## src/rtl/kbd_pkg.sv

```systemverilog
// Shared definitions for the keyboard controller slice.
//   - PS/2 set-2 prefix bytes
//   - parser state encoding
//   - status-port bit positions
//   - helper that flags controller/handshake bytes ignored between keys
package kbd_pkg;

  localparam logic [7:0] PS2_BREAK = 8'hF0;
  localparam logic [7:0] PS2_EXT   = 8'hE0;

  typedef enum logic [2:0] {IDLE, BRK, EXT, EXT_BRK, PUSH2} parse_e;

  // status port layout: {ovf, 0, sys, 0000, not_empty}
  localparam int ST_OVF = 7;
  localparam int ST_SYS = 5;
  localparam int ST_NE  = 0;

  // ACK, BAT-ok, echo, resend, and the two error codes
  function automatic logic is_ignored(input logic [7:0] b);
    return (b == 8'hFA) || (b == 8'hAA) || (b == 8'hEE) ||
           (b == 8'hFE) || (b == 8'h00) || (b == 8'hFF);
  endfunction

endpackage

```

## src/rtl/kbd_set2_to_set1.sv

```systemverilog
// Scan-code set 2 -> set 1 lookup, purely combinational.
//   code2 : set-2 byte (without E0/F0 prefixes)
//   code1 : set-1 make code, 8'h00 when the byte has no mapping
// Extended keys share the base table (E0 prefix is carried separately),
// plus the three GUI/menu keys that only exist behind E0.
module kbd_set2_to_set1 (
  input  logic [7:0] code2,
  output logic [7:0] code1
);

  always_comb begin
    code1 = 8'h00;
    case (code2)
      8'h01: code1 = 8'h43;  8'h03: code1 = 8'h3F;  8'h04: code1 = 8'h3D;  8'h05: code1 = 8'h3B;
      8'h06: code1 = 8'h3C;  8'h07: code1 = 8'h58;  8'h09: code1 = 8'h44;  8'h0A: code1 = 8'h42;
      8'h0B: code1 = 8'h40;  8'h0C: code1 = 8'h3E;  8'h0D: code1 = 8'h0F;  8'h0E: code1 = 8'h29;
      8'h11: code1 = 8'h38;  8'h12: code1 = 8'h2A;  8'h14: code1 = 8'h1D;  8'h15: code1 = 8'h10;
      8'h16: code1 = 8'h02;  8'h1A: code1 = 8'h2C;  8'h1B: code1 = 8'h1F;  8'h1C: code1 = 8'h1E;
      8'h1D: code1 = 8'h11;  8'h1E: code1 = 8'h03;  8'h1F: code1 = 8'h5B;  8'h21: code1 = 8'h2E;
      8'h22: code1 = 8'h2D;  8'h23: code1 = 8'h20;  8'h24: code1 = 8'h12;  8'h25: code1 = 8'h05;
      8'h26: code1 = 8'h04;  8'h27: code1 = 8'h5C;  8'h29: code1 = 8'h39;  8'h2A: code1 = 8'h2F;
      8'h2B: code1 = 8'h21;  8'h2C: code1 = 8'h14;  8'h2D: code1 = 8'h13;  8'h2E: code1 = 8'h06;
      8'h2F: code1 = 8'h5D;  8'h31: code1 = 8'h31;  8'h32: code1 = 8'h30;  8'h33: code1 = 8'h23;
      8'h34: code1 = 8'h22;  8'h35: code1 = 8'h15;  8'h36: code1 = 8'h07;  8'h3A: code1 = 8'h32;
      8'h3B: code1 = 8'h24;  8'h3C: code1 = 8'h16;  8'h3D: code1 = 8'h08;  8'h3E: code1 = 8'h09;
      8'h41: code1 = 8'h33;  8'h42: code1 = 8'h25;  8'h43: code1 = 8'h17;  8'h44: code1 = 8'h18;
      8'h45: code1 = 8'h0B;  8'h46: code1 = 8'h0A;  8'h49: code1 = 8'h34;  8'h4A: code1 = 8'h35;
      8'h4B: code1 = 8'h26;  8'h4C: code1 = 8'h27;  8'h4D: code1 = 8'h19;  8'h4E: code1 = 8'h0C;
      8'h52: code1 = 8'h28;  8'h54: code1 = 8'h1A;  8'h55: code1 = 8'h0D;  8'h58: code1 = 8'h3A;
      8'h59: code1 = 8'h36;  8'h5A: code1 = 8'h1C;  8'h5B: code1 = 8'h1B;  8'h5D: code1 = 8'h2B;
      8'h66: code1 = 8'h0E;  8'h69: code1 = 8'h4F;  8'h6B: code1 = 8'h4B;  8'h6C: code1 = 8'h47;
      8'h70: code1 = 8'h52;  8'h71: code1 = 8'h53;  8'h72: code1 = 8'h50;  8'h73: code1 = 8'h4C;
      8'h74: code1 = 8'h4D;  8'h75: code1 = 8'h48;  8'h76: code1 = 8'h01;  8'h77: code1 = 8'h45;
      8'h78: code1 = 8'h57;  8'h79: code1 = 8'h4E;  8'h7A: code1 = 8'h51;  8'h7B: code1 = 8'h4A;
      8'h7C: code1 = 8'h37;  8'h7D: code1 = 8'h49;  8'h7E: code1 = 8'h46;  8'h83: code1 = 8'h41;
      default: code1 = 8'h00;
    endcase
  end

endmodule

```

## src/rtl/kbd_ctrl_fifo.sv

```systemverilog
// PS/2 keyboard controller: set-2 parser, set-1 translation, DEPTH-entry FIFO.
//   iClk/iRstN              clock, async active-low reset
//   iAddr/iRd/iWr/iData     CPU port bus (data, control = +1, status = +4)
//   oSel/oData              read response, one cycle after iRd to a decoded port
//   oIrq                    level IRQ1, high while the FIFO holds data
//   oSpkGate/oSpkEnable     control port bits 0/1
//   iRxValid/iRxData        byte strobe from the ps2_device receiver
// Build option: KBD_TYPEMATIC_FILTER_EN drops repeated makes of a held key.
module kbd_ctrl_fifo
  import kbd_pkg::*;
#(
  parameter int          DEPTH     = 8,
  parameter logic [11:0] PORT_BASE = 12'h060
) (
  input  logic        iClk,
  input  logic        iRstN,
  input  logic [19:0] iAddr,
  input  logic        iRd,
  input  logic        iWr,
  input  logic [7:0]  iData,
  output logic        oSel,
  output logic [7:0]  oData,
  output logic        oIrq,
  output logic        oSpkGate,
  output logic        oSpkEnable,
  input  logic        iRxValid,
  input  logic [7:0]  iRxData
);

  localparam int AW = $clog2(DEPTH);
  localparam int CW = AW + 1;
  localparam logic [CW-1:0] FULL    = CW'(DEPTH);
  localparam logic [CW-1:0] FULL_M2 = CW'(DEPTH - 2);

  // port decode (only the low 12 address bits take part)
  logic [11:0] addr;
  logic        unused_addr_hi;
  logic        sel_data, sel_ctrl, sel_stat, flush;
  assign addr           = iAddr[11:0];
  assign unused_addr_hi = ^iAddr[19:12];
  assign sel_data = (addr == PORT_BASE);
  assign sel_ctrl = (addr == PORT_BASE + 12'd1);
  assign sel_stat = (addr == PORT_BASE + 12'd4);
  assign flush    = iWr & sel_ctrl & iData[7];

  logic [7:0]    mem [DEPTH];
  logic [AW-1:0] wr_ptr, rd_ptr;
  logic [CW-1:0] count, count_nxt;
  logic          ovf, push, pop, ovf_set;
  logic [7:0]    push_data, ctrl, last_data, status;

  parse_e     state, state_nxt;
  logic       p2_phase, p2_phase_nxt;     // PUSH2: 0 = E0 slot, 1 = code slot
  logic       pend_vld, pend_vld_nxt;     // single-byte emit waiting to push
  logic [7:0] emit_code, emit_code_nxt;
  logic       hold_vld, hold_vld_nxt;
  logic [7:0] hold, hold_nxt;
  logic       in_vld, emit, emit_ext, emit_brk, emit_ok, filt_hit;
  logic [7:0] in_byte, xlat;

`ifdef KBD_TYPEMATIC_FILTER_EN
  logic       last_vld;
  logic [7:0] last_key;                   // {ext, set-1 make[6:0]}
`endif

  // bytes arriving while PUSH2 is busy wait in the holding register
  always_comb begin
    in_vld  = (state != PUSH2) && (hold_vld || iRxValid);
    in_byte = hold_vld ? hold : iRxData;
  end

  always_comb begin
    hold_vld_nxt = hold_vld;
    hold_nxt     = hold;
    if (state == PUSH2) begin
      if (iRxValid) begin hold_vld_nxt = 1'b1; hold_nxt = iRxData; end
    end else if (hold_vld) begin
      hold_vld_nxt = iRxValid;
      if (iRxValid) hold_nxt = iRxData;
    end
    if (flush) hold_vld_nxt = 1'b0;
  end

  kbd_set2_to_set1 u_xlat (.code2(in_byte), .code1(xlat));

  // parser next state and emit decision
  always_comb begin
    state_nxt    = state;
    p2_phase_nxt = 1'b0;
    emit = 1'b0; emit_ext = 1'b0; emit_brk = 1'b0;
    unique case (state)
      IDLE: if (in_vld) begin
        if (in_byte == PS2_BREAK)    state_nxt = BRK;
        else if (in_byte == PS2_EXT) state_nxt = EXT;
        else                         emit = !is_ignored(in_byte);
      end
      BRK: if (in_vld) begin
        state_nxt = IDLE; emit = (in_byte != PS2_EXT); emit_brk = 1'b1;
      end
      EXT: if (in_vld) begin
        if (in_byte == PS2_BREAK) state_nxt = EXT_BRK;
        else begin state_nxt = IDLE; emit = 1'b1; emit_ext = 1'b1; end
      end
      EXT_BRK: if (in_vld) begin
        state_nxt = IDLE; emit = (in_byte != PS2_EXT); emit_ext = 1'b1; emit_brk = 1'b1;
      end
      PUSH2: begin
        // slot 0 proceeds only with room for both bytes, else the pair is dropped
        if (!p2_phase && count <= FULL_M2) p2_phase_nxt = 1'b1;
        else                               state_nxt = IDLE;
      end
      default: state_nxt = IDLE;
    endcase
`ifdef KBD_TYPEMATIC_FILTER_EN
    filt_hit = !emit_brk && last_vld && (last_key == {emit_ext, xlat[6:0]});
`else
    filt_hit = 1'b0;
`endif
    emit_ok       = emit && (xlat != 8'h00) && !filt_hit;
    emit_code_nxt = emit_brk ? (xlat | 8'h80) : xlat;
    pend_vld_nxt  = emit_ok && !emit_ext && !flush;
    if (emit_ok && emit_ext) state_nxt = PUSH2;
    if (flush) begin state_nxt = IDLE; p2_phase_nxt = 1'b0; end
  end

  // FIFO push/pop
  always_comb begin
    push = 1'b0; ovf_set = 1'b0; push_data = emit_code;
    if (state == PUSH2) begin
      if (p2_phase)                push = 1'b1;
      else if (count <= FULL_M2) begin push = 1'b1; push_data = PS2_EXT; end
      else                         ovf_set = 1'b1;
    end else if (pend_vld) begin
      if (count == FULL) ovf_set = 1'b1;
      else               push = 1'b1;
    end
    if (flush) begin push = 1'b0; ovf_set = 1'b0; end
    pop       = iRd && sel_data && (count != '0) && !flush;
    count_nxt = flush ? '0 : count + CW'(push) - CW'(pop);
  end

  always_comb begin
    status         = 8'h00;
    status[ST_OVF] = ovf;
    status[ST_SYS] = 1'b1;
    status[ST_NE]  = (count != '0);
  end

  always_ff @(posedge iClk or negedge iRstN) begin
    if (!iRstN) begin
      state    <= IDLE;
      p2_phase <= 1'b0;
    end else begin
      state    <= state_nxt;
      p2_phase <= p2_phase_nxt;
    end
  end

  always_ff @(posedge iClk) begin
    if (push) mem[wr_ptr] <= push_data;
  end

  always_ff @(posedge iClk or negedge iRstN) begin
    if (!iRstN) begin
      pend_vld <= 1'b0;  emit_code <= 8'h00;
      hold_vld <= 1'b0;  hold      <= 8'h00;
      wr_ptr   <= '0;    rd_ptr    <= '0;    count <= '0;
      ovf      <= 1'b0;  ctrl      <= 8'h00;
      oSel     <= 1'b0;  oData     <= 8'h00; last_data <= 8'h00;
      oIrq     <= 1'b0;
    end else begin
      pend_vld <= pend_vld_nxt;
      if (emit_ok) emit_code <= emit_code_nxt;
      hold_vld <= hold_vld_nxt;
      hold     <= hold_nxt;
      count    <= count_nxt;
      oIrq     <= (count_nxt != '0);
      if (flush) begin
        wr_ptr <= '0;
        rd_ptr <= '0;
      end else begin
        if (push) wr_ptr <= wr_ptr + 1'b1;
        if (pop)  rd_ptr <= rd_ptr + 1'b1;
      end
      // a fresh overflow outranks the clear from a status read
      if (ovf_set)              ovf <= 1'b1;
      else if (iRd && sel_stat) ovf <= 1'b0;
      if (iWr && sel_ctrl) ctrl <= iData;
      oSel <= iRd && (sel_data || sel_ctrl || sel_stat);
      if (iRd && sel_data) begin
        if (count != '0) begin
          oData     <= mem[rd_ptr];
          last_data <= mem[rd_ptr];
        end else begin
          oData <= last_data;
        end
      end else if (iRd && sel_ctrl) begin
        oData <= ctrl;
      end else if (iRd && sel_stat) begin
        oData <= status;
      end
    end
  end

`ifdef KBD_TYPEMATIC_FILTER_EN
  always_ff @(posedge iClk or negedge iRstN) begin
    if (!iRstN) begin
      last_vld <= 1'b0;
      last_key <= 8'h00;
    end else if (flush) begin
      last_vld <= 1'b0;
    end else if (emit_ok && !emit_brk) begin
      last_vld <= 1'b1;
      last_key <= {emit_ext, xlat[6:0]};
    end else if (emit && emit_brk && last_key == {emit_ext, xlat[6:0]}) begin
      last_vld <= 1'b0;
    end
  end
`endif

  assign oSpkGate   = ctrl[0];
  assign oSpkEnable = ctrl[1];

endmodule

```

## config.mk

```make
export PLATFORM = sky130hd
export DESIGN_NAME = kbd_ctrl_fifo
export DESIGN_NICKNAME = d
export VERILOG_FILES = /design/src/rtl/kbd_pkg.sv /design/src/rtl/kbd_set2_to_set1.sv /design/src/rtl/kbd_ctrl_fifo.sv
export SDC_FILE = /design/constraint.sdc
export NUM_CORES = 1
export LEC_CHECK = 0
export BUFFER_PORTS_ARGS = -buffer_cell sky130_fd_sc_hd__buf_4
export CORE_MARGIN = 10
export CORE_UTILIZATION = 55
export CTS_BUF_LIST = sky130_fd_sc_hd__clkbuf_16
export CTS_CLUSTER_SIZE = 14
export DETAILED_ROUTE_END_ITERATION = 10
export GPL_TIMING_DRIVEN = 0
export PLACE_DENSITY = 0.77
export SYNTH_ARGS = -nofsm -noshare
export SYNTH_HDL_FRONTEND = slang
export SYNTH_SLANG_ARGS = --single-unit
```

## constraint.sdc

```tcl
create_clock -name iClk -period 3 [get_ports iClk]
set_input_delay 0.9 -clock iClk [delete_from_list [all_inputs] [get_ports iClk]]
set_output_delay 0.9 -clock iClk [all_outputs]
set_load 0.02 [all_outputs]
```

### Word level (Yosys, flattened, before mapping)

Memories as Yosys holds them, arrays and structs flattened.
Cells that the tools add are included.

* register bits: 59
* bits in writable memories: 64
* memory bits (read-only): 1792
* output and inout port bits: 12
* logic and storage cells: 144
* memories: 2

Memory list
* (name not given): depth 256, bits a word 7, read ports 1, clocked after Yosys merged registers in 0, write ports 0, RTL line kbd_set2_to_set1.sv:13 `case (code2)`
* mem: depth 8, bits a word 8, read ports 1, clocked after Yosys merged registers in 0, write ports 1, RTL line kbd_ctrl_fifo.sv:46 `logic [7:0] mem [DEPTH];`

* add/subtract/negate cells: 4
* $lt $le $gt $ge: 1
* equality and inequality tests: 23
* multiplexer cells: 60
* bitwise gates (word level): 2
* reduce and logical (&&, ||, !) cells: 37

Operator list (count)
* 2-to-1 mux 8 bit: 12
* == test 8 bit (second input constant): 7
* == test 12 x 7 -> 1 bit (second input constant): 3
* 2-to-1 mux 3 bit: 12
* 2-to-1 mux 1 bit: 31
* logical AND 1 bit: 13
* case mux 3 bit (4 select lines): 1
* zero test 8 bit: 1
* logical OR 1 bit: 8
* != test 4 bit (second input constant): 2
* != test 8 bit (second input constant): 1
* nonzero test 2 bit: 4
* nonzero test 4 bit: 2
* nonzero test 8 bit: 1
* adder 3 x 1 -> 3 bit (second input constant): 2
* == test 3 x 2 -> 1 bit (second input constant): 2
* != test 3 bit (second input constant): 2
* != test 5 bit (second input constant): 1
* AND reduction 5 bit: 1
* adder 4 x 1 -> 4 bit: 1
* == test 4 bit (second input constant): 1
* less-or-equal comparator 4 x 3 -> 1 bit (second input constant): 1
* zero test 1 bit: 4
* 2-to-1 mux 4 bit: 1
* 12 further kinds: 13

### Longest topological paths before layout

* depth after elaboration: 16
* mapped depth: 15

### By module

Synthesis repeated with hierarchy kept, for this count alone.

* cell total of the unflattened synthesis: 653
* area total of the unflattened synthesis: 7100.6 sq um

Modules (own cells, without submodules)
* kbd_ctrl_fifo: times used 1, cells an instance 418, area each 5597.9 sq um, sequential area each 3398.3 sq um
* kbd_set2_to_set1: times used 1, cells an instance 235, area each 1502.7 sq um, sequential area each 0.0 sq um

### Least setup slack after synthesis

OpenSTA, ideal clock, no wires.

* kind: input to register
* start: in iAddr[1]
* end: reg oIrq
* data arrival time: 3.903 ns
* required time: 2.861 ns
* slack: -1.042 ns
* stages on the path: 12
* cells stage by stage: nor4b_1 > nand4b_1 > or2_2 > nor3_1 > nand2_1 > inv_1 > ha_1 > inv_1 > ha_1 > fa_1 > and2_1 > or4_1

* word-level cells in the longest chain between the ends: 8
* elaborated cells on any way between the ends: 13
* those cells by class: add/sub: 2; eq/ne: 2; mux: 2; bitwise: 2; reduce/logical: 5

RTL lines
* from (decl): RTL line kbd_ctrl_fifo.sv:17 `input logic [19:0] iAddr,`
* == test 12 x 7 -> 1 bit: RTL line kbd_ctrl_fifo.sv:42 `assign sel_ctrl = (addr == PORT_BASE + 12'd1);`
* bitwise AND 1 bit (2 in series): RTL line kbd_ctrl_fifo.sv:44 `assign flush = iWr & sel_ctrl & iData[7];`
* 2-to-1 mux 1 bit or zero test 1 bit (tied branches): RTL line kbd_ctrl_fifo.sv:137, kbd_ctrl_fifo.sv:138
* adder 4 x 1 -> 4 bit or logical AND 1 bit (tied branches): RTL line kbd_ctrl_fifo.sv:139, kbd_ctrl_fifo.sv:138
* subtractor 4 x 1 -> 4 bit: RTL line kbd_ctrl_fifo.sv:139 `count_nxt = flush ? '0 : count + CW'(push) - CW'(pop);`
* 2-to-1 mux 4 bit *: RTL line kbd_ctrl_fifo.sv:139
* named net count_nxt[1]: RTL line kbd_ctrl_fifo.sv:48 `logic [CW-1:0] count, count_nxt;`
* nonzero test 4 bit *: RTL line kbd_ctrl_fifo.sv:177 `oIrq <= (count_nxt != '0);`
* to (signal assigned): RTL line kbd_ctrl_fifo.sv:177
* to (decl): RTL line kbd_ctrl_fifo.sv:23 `output logic oIrq,`

Mark *: on every way through the listed nets, which the timed path passes. The rest lies on a longest branch.
A chain may end at the register's enable or synchronous reset.

### Final worst setup path

* start: in iAddr[10]
* end: reg oIrq

Same word-level chain as after synthesis.

==> results.md <==
* Status: finished with violations
* Failing checks: negative setup slack
* Post-Syn Instances at 676
* Tmin final at 3.330 ns
* FILL cells at 893
* Clock Tree Buf Depth at 2
* Clock root buffer: clkbuf_16
* Final WL at 22.18 mm
* Crit path DAT at 3.61 ns
* Io pins at 53
* DP Area at 7879 um2
* Sum of negative setup slack at -1.918 ns
* GR Overflow Total at 0
* Relative slew margins at 0.3946
* Total Routing Usage GR at 0.2453
* Global placement routability congestion at 1.039
* Worst setup margin at -0.3298 ns
* M1 GR Usage at 0.3265
* Fmax achieved at 300.3 MHz
* Post-DP HPWL at 14.69 mm
* PwrDens at 600.4 nW/um2
* DIE AREA at 18,070 um2
* Width of the die at 134.4 um
* Final Setup Violations at 11
* Net Count, Synth at 735
* Cells on worst reg2reg path at 14
* First-pass GRT wire length at 34.76 mm
* Met2 usage at 0.3732
* VDD IR max at 0.5469 mV
* Number of synthesized flops with an enable pin at 64
* Syn Area/Cell at 10.65 um2
* ANT cells at 0
* Sequential share of the synthesized area at 0.4719
* HP Class: register to register
* Worst-Skew Late Latency at 0.42 ns
* Layout cells sized above 1 at 0.3329
* Min-Delay Startpoint: last_data[2]
* Multi-input gate area at 3890 um2
* CTS Buf Count at 17
* Sequential Area at 3398 um2
* R2R setup slack at -0.27 ns
* Main synth FF type: edfxtp_1
* Crit-path max FO at 4
* #FFs+latches synth at 123
* CTS tree: built
* Pint at 0.003759 W
* Max cap viols at 0
* CP Launch Type: input port
* Clock skew at 0.01068 ns
* Vias per cell at 6.511
* Core area at 12,720 um2
* Largest net degree at the start of global routing at 60
* CP Class: input port to register
* Hold depth at 2
* Reg2reg start: hold_vld
* Final hold vios at 0
* Reg-to-reg critical path endpoint: emit_code[7]
* Cell area after layout at 9160 um2
* Synth warn at 0
* Routed vias at 6,244
* Most used routing layer: met2
* Req. time, crit path at 3.28 ns
* WL per Instance at 23.13 um
* DRC viols at 0
* Actual slew at the worst max-slew pin at 0.9047 ns
* Worst-path clk slew at 0.06 ns
* Cts hold-fix bufs at 0
* Hold endpoint: last_data[2]
* Distinct cells, synth at 75
* Initial antenna violation count at 0
* Clock power frac at 0.351
* Leakage power at 3.573 nW
* Area growth syn-to-layout at 27.21%
* Share of power burned in combinational logic at 0.247
* RSZ-0062 raised after global routing: yes
* H-tree depth at 4
* Cell Area, Synth at 7201 um2
* Clock Sinks at 123
* Switching portion of total power at 0.3164
* Vias in the first global route at 6,169
* Worst setup EP type: register
* Crit share post-route at 1.110
* Nets@finish at 833
* GR met3 Demand/Resource at 0.07170
* FP Rows at 41
* Initial Util at 0.5660
* Number of port buffers at 43
* Die height at 134.4 um
* Reg power frac at 0.402
* Async S/R FF share, synth at 0.4797
* Max-slew violation count at 0
* Drt initial violations at 878
* Switching Power at 0.001740 W
* Final ANT Viol Nets at 0
* DR pass1 iterations at 5
==> state kept, by name (all words and copies together), names as in the netlist <==
signal and flops:
last_data 8, emit_code 8, mem 64, state 3, pend_vld 1, wr_ptr 3
p2_phase 1, count 4, hold 8, hold_vld 1, oSel 1, oIrq 1
oData 8, rd_ptr 3, ctrl 8, ovf 1
==> synthesized netlist by cell type, drive strengths merged, types with 3 or more instances <==
library cell  instances  share of area
o2111ai               5         0.0061
a221oi                3         0.0045
clkbuf               17         0.0089
inv                  27          0.014
o22ai                 4         0.0035
a311oi                3         0.0036
o31ai                 3         0.0038
nor3                 14          0.010
nor2b                 6         0.0052
o311ai                4         0.0049
xnor2                 4         0.0049
a211oi               10          0.012
dfrtp                59           0.21
o221ai                4         0.0049
and2                  9         0.0078
nor4                  4         0.0035
o211ai               22          0.023
o32ai                 8          0.011
edfxtp               64           0.27
nand2b                4         0.0035
a22oi                 6         0.0063
ha                   17          0.030
nand3                19          0.013
mux2                 17          0.029
nor2                 48          0.025
mux4                 17          0.053
a31oi                 8         0.0090
buf                  28          0.029
nand4                 4         0.0043
mux2i                32          0.048
nand2               102          0.053
o21ai                43          0.030
a32oi                 3         0.0036
a21oi                26          0.018
==> metal layers <==
layer	share of wire	wire, um
met2	0.46	10110
met5	0	0
met1	0.41	9194
met3	0.11	2332
met4	0.025	550
==> placed cells by master, fill, tap and decap left out, types with 9 or more instances in the layout <==
| cell type | instances |
|---|---|
| a21oi_1 | 20 |
| buf_2 | 10 |
| buf_4 | 81 |
| buf_6 | 10 |
| clkbuf_16 | 17 |
| dfrtp_1 | 59 |
| edfxtp_1 | 64 |
| inv_1 | 20 |
| mux2_2 | 12 |
| mux2i_1 | 27 |
| mux4_2 | 17 |
| nand2_1 | 97 |
| nand3_1 | 19 |
| nor2_1 | 40 |
| nor3_1 | 9 |
| o211ai_1 | 22 |
| o21ai_0 | 34 |
==> critical path, cell delays in order <==
cell and delay (ns):
buf_8 0.10, nor4_4 0.26, nand4b_1 0.22, or2_4 0.30, nor3_4 0.22, nand2_4 0.09, inv_4 0.09, ha_4 0.13
inv_2 0.04, ha_4 0.16, fa_2 0.37, xnor2_2 0.16, nor2_2 0.06, or4_1 0.52
==> worst max path at each step <==
stage,from,end,slack (ns),cells after the start
after floorplan,iAddr[9],oIrq,-0.61,12
after global placement,iRxData[1],emit_code[1],-1.25,12
after detailed placement,iRxData[1],emit_code[1],-1.26,12
after CTS,iAddr[10],oIrq,-0.36,15
after global routing,iAddr[10],oIrq,-0.48,14
final,iAddr[10],oIrq,-0.33,14
==> final cells by class <==
class / instances / share of cell area
inverters: 27 / 0.01407
multi-input cells: 481 / 0.4247
plain buffers: 43 / 0.03442
flip-flops and latches: 123 / 0.3710
well taps: 172 / 0.02349
clock buffers: 17 / 0.04644
repair buffers: 81 / 0.07062
clock inverters: 15 / 0.01530
==> stage by stage <==
stage / hold slack [ns] / utilization / setup slack, ns / std cells / total power, W
6_report: 0.4833 / 0.7200 / -0.3298 / 959 / 0.005500
5_1_grt: 0.5069 / 0.7200 / -0.4836 / 959 / 0.005726
4_1_cts: 0.4857 / 0.7067 / -0.3594 / 957 / 0.005416
3_5_place_dp: 0.4737 / 0.6193 / -1.263 / 891 / 0.003312
3_3_place_gp: 0.4595 / 0.6193 / -1.254 / 891 / 0.003245
2_1_floorplan: 0.4415 / - / -0.6087 / 676 / 0.002944
==> cell families after synthesis <==
logic type,count (synthesis),synth area share
and+or+nand+nor,224,0.1407
AOI/OAI and AO/OA,167,0.1652
DFF,123,0.4719
buffers and inverters,72,0.05161
muxes,66,0.1308
adders and majority gates,18,0.03232
xor gates and xnor gates,6,0.007298
==> power by group through the flow <==
stage,Combinational [W],Sequential (W),Clock [W]
global placement,0.00105,0.00220,0
detailed placement,0.00109,0.00222,0
finish,0.00136,0.00221,0.00193
global route,0.00146,0.00223,0.00203
floorplan,0.000765,0.00218,0
CTS,0.00126,0.00221,0.00195
==> timing repair <==
action	4_1_cts	5_1_grt
cloned	1	0
pin swaps	33	22
endpoints found under the setup margin	50	76
gates resized for setup	63	39
setup buffers	34	6
Power figures use the tool's default switching activity.
